## config.mk

```make
export PLATFORM = sky130hd
export DESIGN_NAME = reg_file_exp
export DESIGN_NICKNAME = d
export VERILOG_FILES = /design/src/rtl/reg_file_exp_pkg.sv /design/src/rtl/reg_file_exp_wdec.sv /design/src/rtl/reg_file_exp.sv
export SDC_FILE = /design/constraint.sdc
export NUM_CORES = 1
export LEC_CHECK = 0
export ABC_CLOCK_PERIOD_IN_PS = 3250
export CAP_MARGIN = 20
export CORE_ASPECT_RATIO = 1.5
export CORE_MARGIN = 2
export CORE_UTILIZATION = 32
export DETAILED_ROUTE_END_ITERATION = 10
export PLACE_DENSITY = 0.45
export SYNTH_ARGS = -nofsm -noshare
export SYNTH_HDL_FRONTEND = slang
export SYNTH_SLANG_ARGS = --single-unit
```

## constraint.sdc

```tcl
create_clock -name clk -period 3.25 [get_ports clk]
set_clock_uncertainty 0.2 [all_clocks]
set_input_delay 0.325 -clock clk [delete_from_list [all_inputs] [get_ports clk]]
set_output_delay 0.325 -clock clk [all_outputs]
set_load 0.01 [all_outputs]
```

## src/rtl/reg_file_exp_pkg.sv

```systemverilog
// rtl/reg_file_exp_pkg.sv - default widths and data-word type for the register file
package reg_file_exp_pkg;

    localparam int DEFAULT_DATA_WIDTH = 8;
    localparam int DEFAULT_ADDR_WIDTH = 4;

    typedef logic [DEFAULT_DATA_WIDTH-1:0] data_t;

endpackage : reg_file_exp_pkg

```

## src/rtl/reg_file_exp_wdec.sv

```systemverilog
// rtl/reg_file_exp_wdec.sv - write address plus strobe decoded to one-hot register enables
module reg_file_exp_wdec
    import reg_file_exp_pkg::*;
#(
    parameter int ADDR_WIDTH = DEFAULT_ADDR_WIDTH
) (
    input  logic [ADDR_WIDTH-1:0]      wa_i,
    input  logic                       we_i,
    output logic [(2**ADDR_WIDTH)-1:0] en_o
);

    always_comb begin
        en_o = '0;
        if (we_i) begin
            en_o[wa_i] = 1'b1;
        end
    end

endmodule : reg_file_exp_wdec

```

## src/rtl/reg_file_exp.sv

```systemverilog
// rtl/reg_file_exp.sv - 2R1W register file, async active-low clear; REG_FILE_EXP_BYPASS_EN adds write-first forwarding
module reg_file_exp
    import reg_file_exp_pkg::*;
#(
    parameter int DATA_WIDTH = DEFAULT_DATA_WIDTH,
    parameter int ADDR_WIDTH = DEFAULT_ADDR_WIDTH
) (
    input  logic [ADDR_WIDTH-1:0] RA1,
    input  logic [ADDR_WIDTH-1:0] RA2,
    input  logic [ADDR_WIDTH-1:0] WA,
    input  logic [DATA_WIDTH-1:0] data_in,
    input  logic                  clk,
    input  logic                  reset,
    input  logic                  write_enable,
    output logic [DATA_WIDTH-1:0] data_out1,
    output logic [DATA_WIDTH-1:0] data_out2
);

    localparam int DEPTH = 2**ADDR_WIDTH;

    logic [DATA_WIDTH-1:0] regs_q [DEPTH];
    logic [DATA_WIDTH-1:0] regs_d [DEPTH];
    logic [DEPTH-1:0]      wr_en;

    reg_file_exp_wdec #(
        .ADDR_WIDTH (ADDR_WIDTH)
    ) u_wdec (
        .wa_i (WA),
        .we_i (write_enable),
        .en_o (wr_en)
    );

    always_comb begin
        for (int i = 0; i < DEPTH; i++) begin
            regs_d[i] = wr_en[i] ? data_in : regs_q[i];
        end
    end

    always_ff @(posedge clk or negedge reset) begin
        if (!reset) begin
            for (int i = 0; i < DEPTH; i++) begin
                regs_q[i] <= '0;
            end
        end else begin
            for (int i = 0; i < DEPTH; i++) begin
                regs_q[i] <= regs_d[i];
            end
        end
    end

`ifdef REG_FILE_EXP_BYPASS_EN
    // Forwarding is gated by reset so both ports still read zero while cleared.
    logic fwd1;
    logic fwd2;

    assign fwd1      = write_enable && reset && (RA1 == WA);
    assign fwd2      = write_enable && reset && (RA2 == WA);
    assign data_out1 = fwd1 ? data_in : regs_q[RA1];
    assign data_out2 = fwd2 ? data_in : regs_q[RA2];
`else
    assign data_out1 = regs_q[RA1];
    assign data_out2 = regs_q[RA2];
`endif

endmodule : reg_file_exp

```

==> metrics, run 1 <==
TritonRoute pass-1 iters=4; synth top area cells=dfrtp_1 (47%), mux4_2 (21%), mux2_2 (17%); # DRC=0; Post-CTS Resized=0; max incr delay on CP=0.52 ns; slew at the pin closest to its max-slew limit=about 0.7 ns; most common cell in the netlist=dfrtp_1; Most flops, register=regs_q; Rel. slew slack=0.531; # fillers=between 1,500 and 2,000; per-cell routed wire length=24.4 um; drt via density=5.43; Post-Syn Area=~6800 sq um; drt total wl=18.4 mm; Commonest cells post-synth=dfrtp_1 (128), mux2_2 (104), mux4_2 (64); vias in the first global route=4,634; worst min path class=in2async; clk sinks=128; ant diodes=0; reg2reg setup slack=2.24 ns; FF+latch area=3200 sq um; CTS tree=yes; clk buf depth=2; Initial Utilization=0.323; CP Capture Type=output pin; slowest CP cell=clkdlybuf4s50_1; reg2reg end=regs_q[58]$_DFFE_PN0P_; worst-skew pair later-pin latency=0.41 ns; max reg flops=around 130; DRT antenna net count=0; Die Width=123 um; layout cell share with drive strength beyond 1=0.476; critical path's top delay family=buffers and inverters; top cell type's share of synthesized area=0.474; Max Clk Rate=between 300 and 400 MHz; CP Launch Point=RA1[1]; final period utilization=0.884; cts bufs inserted=17; die area=22,300 sq um; CTS H-tree depth=4; critical-path cell list=clkdlybuf4s50_1 -> buf_12 -> mux4_2 -> a22oi_1 -> nand2_1 -> clkdlybuf4s50_1; Yosys warning total=0; number of max-cap violations=0; largest registers=regs_q x128; Peak supply drop=0.279 mV; setup repair after global routing missed its margin=false; FFs w/ async S/R, synth=1.00; Seq/Total Area, Yosys=0.474; worst path required time=approximately 2.7 ns; Worst Setup EP=data_out1[5]; most frequent CP cell=clkdlybuf4s50_1; # IOs=39; Pleak=about 3.3 nW; largest net degree at the start of global routing=68; Port Buffers=38; status=completed; Die H=182 um; Sum Neg Setup Slack=0 ns; Synth area leader=dfrtp_1; syn_nets=between 400 and 500; Unique masters post-synth=20; Total GRT Usage=0.178; first-pass GRT wire length=28.5 mm; initial antenna violation count=0; synthesized instance count=between 400 and 500; Overflow after GRT=0; clock transition at the registers of the reported paths=0.06 ns; Site Rows=65; worst reg2reg path depth=1; DPL Wire Length=12.3 mm; EDFF count, synth=0; Worst Path Arrival=2.35 ns; 1st-iter DRT viols=approximately 130; via count=4,101; total power=about 5.3 mW; Hold Vio Cnt, Final=0; nets=between 400 and 500; max-slew violations=0; Final setup viols=0; #FFs+latches synth=around 130; Setup CP Type=in2out; power density cells=approximately 660 nW/um^2; core footprint=approximately 21,000 sq um; top_reg_cell synth=dfrtp_1; Avg Inst Size Synth=15.6 sq um; CP startpoint kind=primary input; Multi-input gate area=3410 sq um; Area Overhead vs Synth=19.8%; largest fanout on the critical path=32; RR Startpoint=regs_q[58]$_DFFE_PN0P_; Final Wtd Congestion=approximately 0.77; Buffers & Inverters on Critical Path=3; cell count along the critical path=6; Root Buffer=clkbuf_16; min cycle time layout=2.87 ns
[metrics by stage]
stage	hold slack [ns]	instances	utilization	setup WS, ns	instance area (sq um)
floorplan	-0.171	434	-	1.16	6760
global placement	0.0235	722	0.359	0.375	7500
detailed placement	0.0300	722	0.359	0.359	7500
CTS	0.122	755	0.387	0.346	8100
global route	0.142	755	0.387	0.273	8100
finish	0.130	755	0.387	0.376	8100
[placed cells by master, fill, tap and decap left out, drive strengths merged]
master and n:
clkinv 9, dlygate4sd3 1, clkinvlp 1, a22oi 32, nor2 12, and2 2
nor2b 4, buf 19, and3 1, bufinv 2, nand3 1, inv 3
clkbuf 17, mux4 64, clkdlybuf4s50 35, nor3b 1, mux2 128, or3 3
nand2b 3, nand2 18, dfrtp 128, nand3b 3
[kinds of logic after synthesis]
family / after synthesis / share of synthesized area
AO/OA/AOI/OAI: 32 / 0.0356
flip-flops: 128 / 0.474
AND/OR/NAND/NOR: 48 / 0.0424
buffers and inverters: 34 / 0.0213
multiplexers: 192 / 0.427
[worst min path at each step]
| stage | from | to | slack, ns | depth (start not counted) |
|---|---|---|---|---|
| 2_1_floorplan | reset | regs_q[0]$_DFFE_PN0P_ | -0.17 | 0 |
| 6_report | reset | regs_q[124]$_DFFE_PN0P_ | 0.13 | 2 |
| 3_5_place_dp | reset | regs_q[124]$_DFFE_PN0P_ | 0.03 | 1 |
| 4_1_cts | reset | regs_q[124]$_DFFE_PN0P_ | 0.12 | 2 |
| 3_3_place_gp | reset | regs_q[124]$_DFFE_PN0P_ | 0.02 | 1 |
| 5_1_grt | reset | regs_q[124]$_DFFE_PN0P_ | 0.14 | 2 |
[routing by layer]
metal,up-vias,routed length [um],global-route usage
li1,1777,-,-
met5,-,0,0
met3,24,609,0.0352
met1,2229,7780,0.227
met4,0,433,0.0657
met2,71,9570,0.297
[power by group]
part	internal, mW	switching [mW]
sequential	1.97	0.269
clock	1.14	0.754
combinational	0.754	0.425
total	3.86	1.45
[area by class of cell]
| class | count | share of cell area |
|---|---|---|
| tap | 268 | 0.0414 |
| sequential | 128 | 0.396 |
| clock buffer | 17 | 0.0526 |
| clock inverter | 15 | 0.0199 |
| timing repair buffer | 55 | 0.0692 |
| multi-input combinational | 272 | 0.421 |
[what timing repair did]
item | 4_1_cts | 5_1_grt
hold endpoints to repair | 84 | 0
hold buffers | 1 | 0
setup buffers | 0 | 0
setup endpoints to repair | 0 | 0
No activity file was read; power rests on OpenSTA's default activity.
==> run 2, diff against run 1 <==
- DONT_BUFFER_PORTS: unset -> 1
- PLACE_DENSITY: 0.45 -> 0.43
- RECOVER_POWER: unset -> 50
==> metrics, run 2 (synthesized netlist as in run 1, its figures left out) <==
total power=5.51 mW (+3.9%); layout cell share with drive strength beyond 1=0.482 (+0.00568); largest registers=regs_q x128; status=finished, violations left; Peak supply drop=0.454 mV (+63%); Post-CTS Resized=0 (unchanged); Rel. slew slack=0.349 (-0.182); clk sinks=128 (unchanged); max reg flops=128 (unchanged); Most flops, register=regs_q; # IOs=39 (unchanged); Die Width=123 um (unchanged); drt via density=5.50 (+1.3%); slowest CP cell=mux4_2; cts bufs inserted=17 (unchanged); Root Buffer=clkbuf_16; CP startpoint kind=register; Sum Neg Setup Slack=0 ns (unchanged); largest net degree at the start of global routing=129 (+90%); initial antenna violation count=0 (unchanged); Total GRT Usage=0.180 (+0.00196); Site Rows=65 (unchanged); DRT antenna net count=0 (unchanged); via count=3,928 (-4.2%); vias in the first global route=4,299 (-7.2%); CTS H-tree depth=4 (unchanged); drt total wl=18.7 mm (+1.9%); Initial Utilization=0.323 (unchanged); CTS tree=yes; post-CTS setup buffer count=0 (unchanged); Die H=182 um (unchanged); Pleak=3.15 nW (-4.1%); most frequent cells in the layout=dfrtp_1 (128), mux2_2 (104), mux4_2 (64); core footprint=20,900 sq um (unchanged); slew at the pin closest to its max-slew limit=0.973 ns (+0.271 ns); setup repair after global routing missed its margin=false; number of max-cap violations=0 (unchanged); Setup CP Type=reg2out; Hold Vio Cnt, Final=128 (+128); Max Clk Rate=432 MHz (+24%); worst-skew pair later-pin latency=0.42 ns (about the same); max-slew violations=0 (unchanged); CP Capture Type=output pin; die area=22,300 sq um (unchanged); clk buf depth=2 (unchanged); Port Buffers=0 (-100%); worst min path class=in2async; first-pass GRT wire length=28.6 mm (+0.19%); leading cell type in the layout, fill and taps excluded=dfrtp_1; Final Wtd Congestion=0.711 (-7.7%); Overflow after GRT=0 (unchanged); # DRC=0 (unchanged); Worst Path Arrival=1.79 ns (-0.56 ns); Area Overhead vs Synth=15.1%; critical-path cell list=mux4_2 -> a22oi_1 -> nand2_1; clock transition at the registers of the reported paths=0.06 ns (about the same); Final setup viols=0 (unchanged); power density cells=709 nW/um^2 (+8.1%); violated checks=hold timing; DPL Wire Length=12.0 mm (-1.8%); ant diodes=0 (unchanged); cts hold-fix bufs=8 (+7); 1st-iter DRT viols=151 (+14%); largest fanout on the critical path=3 (-91%); min cycle time layout=2.32 ns (-0.558 ns); final period utilization=0.712 (-0.172); per-cell routed wire length=26.2 um (+7.7%); nets=456 (-8.2%); final hold slack=-0.606 ns (-0.735 ns); TritonRoute pass-1 iters=4 (unchanged); max incr delay on CP=0.48 ns (-0.04 ns); worst path required time=2.72 ns (about the same)
==> run 2: cell types whose count changed in the layout (fill, tap and decap cells not counted), sizes merged <==
cell / change
clkdlybuf4s50: -35
bufinv: +6
buf: -13
clkbuf: +4
clkinv: -7
dlygate4sd3: +7
inv: -3
==> run 2: worst paths after layout <==
kind / from / to / slack (ns) / cells past startpoint
min in group clk: WA[0] / regs_q[52]$_DFFE_PN0P_ / 0.21 / 3
worst min-delay path: reset / regs_q[36]$_DFFE_PN0P_ / -0.61 / 0
worst min register to register: regs_q[101]$_DFFE_PN0P_ / regs_q[101]$_DFFE_PN0P_ / 0.31 / 1
max in group asynchronous: reset / regs_q[123]$_DFFE_PN0P_ / 3.23 / 0
worst max register to register: regs_q[59]$_DFFE_PN0P_ / regs_q[59]$_DFFE_PN0P_ / 2.24 / 1
worst max-delay path: regs_q[32]$_DFFE_PN0P_ / data_out2[0] / 0.93 / 3
==> run 2: final cells by class <==
class,count,area [sq um]
clock buffers,21,450
repair buffers,14,125
clock inverters,11,258
well taps,268,335
multi-input cells,272,3410
fillers,1941,13100
flip-flops and latches,128,3200
==> run 2: report_power, final <==
part | total (mW) | switching (mW) | internal, mW | leakage [nW]
logic | 0.966 | 0.325 | 0.641 | 1.24
clock network | 2.32 | 0.706 | 1.61 | 0.341
registers | 2.23 | 0.261 | 1.97 | 1.57
==> run 2: per-layer routing <==
metal  up-vias  track usage  wire (um)
li1       1693            -          -
met1      2150        0.229       8040
met2        64        0.299       9720
met3        21       0.0430        642
met4         0       0.0602        333
met5         -            0          0
==> run 2: through the flow <==
stage,hold slack (ns),instances,area (sq um),setup slack [ns],utilization
after floorplan,-0.171,434,6760,1.16,-
after CTS,-0.623,714,7780,0.925,0.372
after global placement,-0.165,674,6990,1.39,0.335
after detailed placement,-0.165,674,6990,1.38,0.335
after global routing,-0.632,714,7780,0.865,0.372
final,-0.606,714,7780,0.935,0.372
==> run 2: worst max-delay path, delay by kind of cell (launching register included) <==
kind	cells	cell delay, ns
AO/OA/AOI/OAI	1	0.30
AND/OR/NAND/NOR	1	0.20
multiplexers	1	0.48
flip-flops	1	0.39
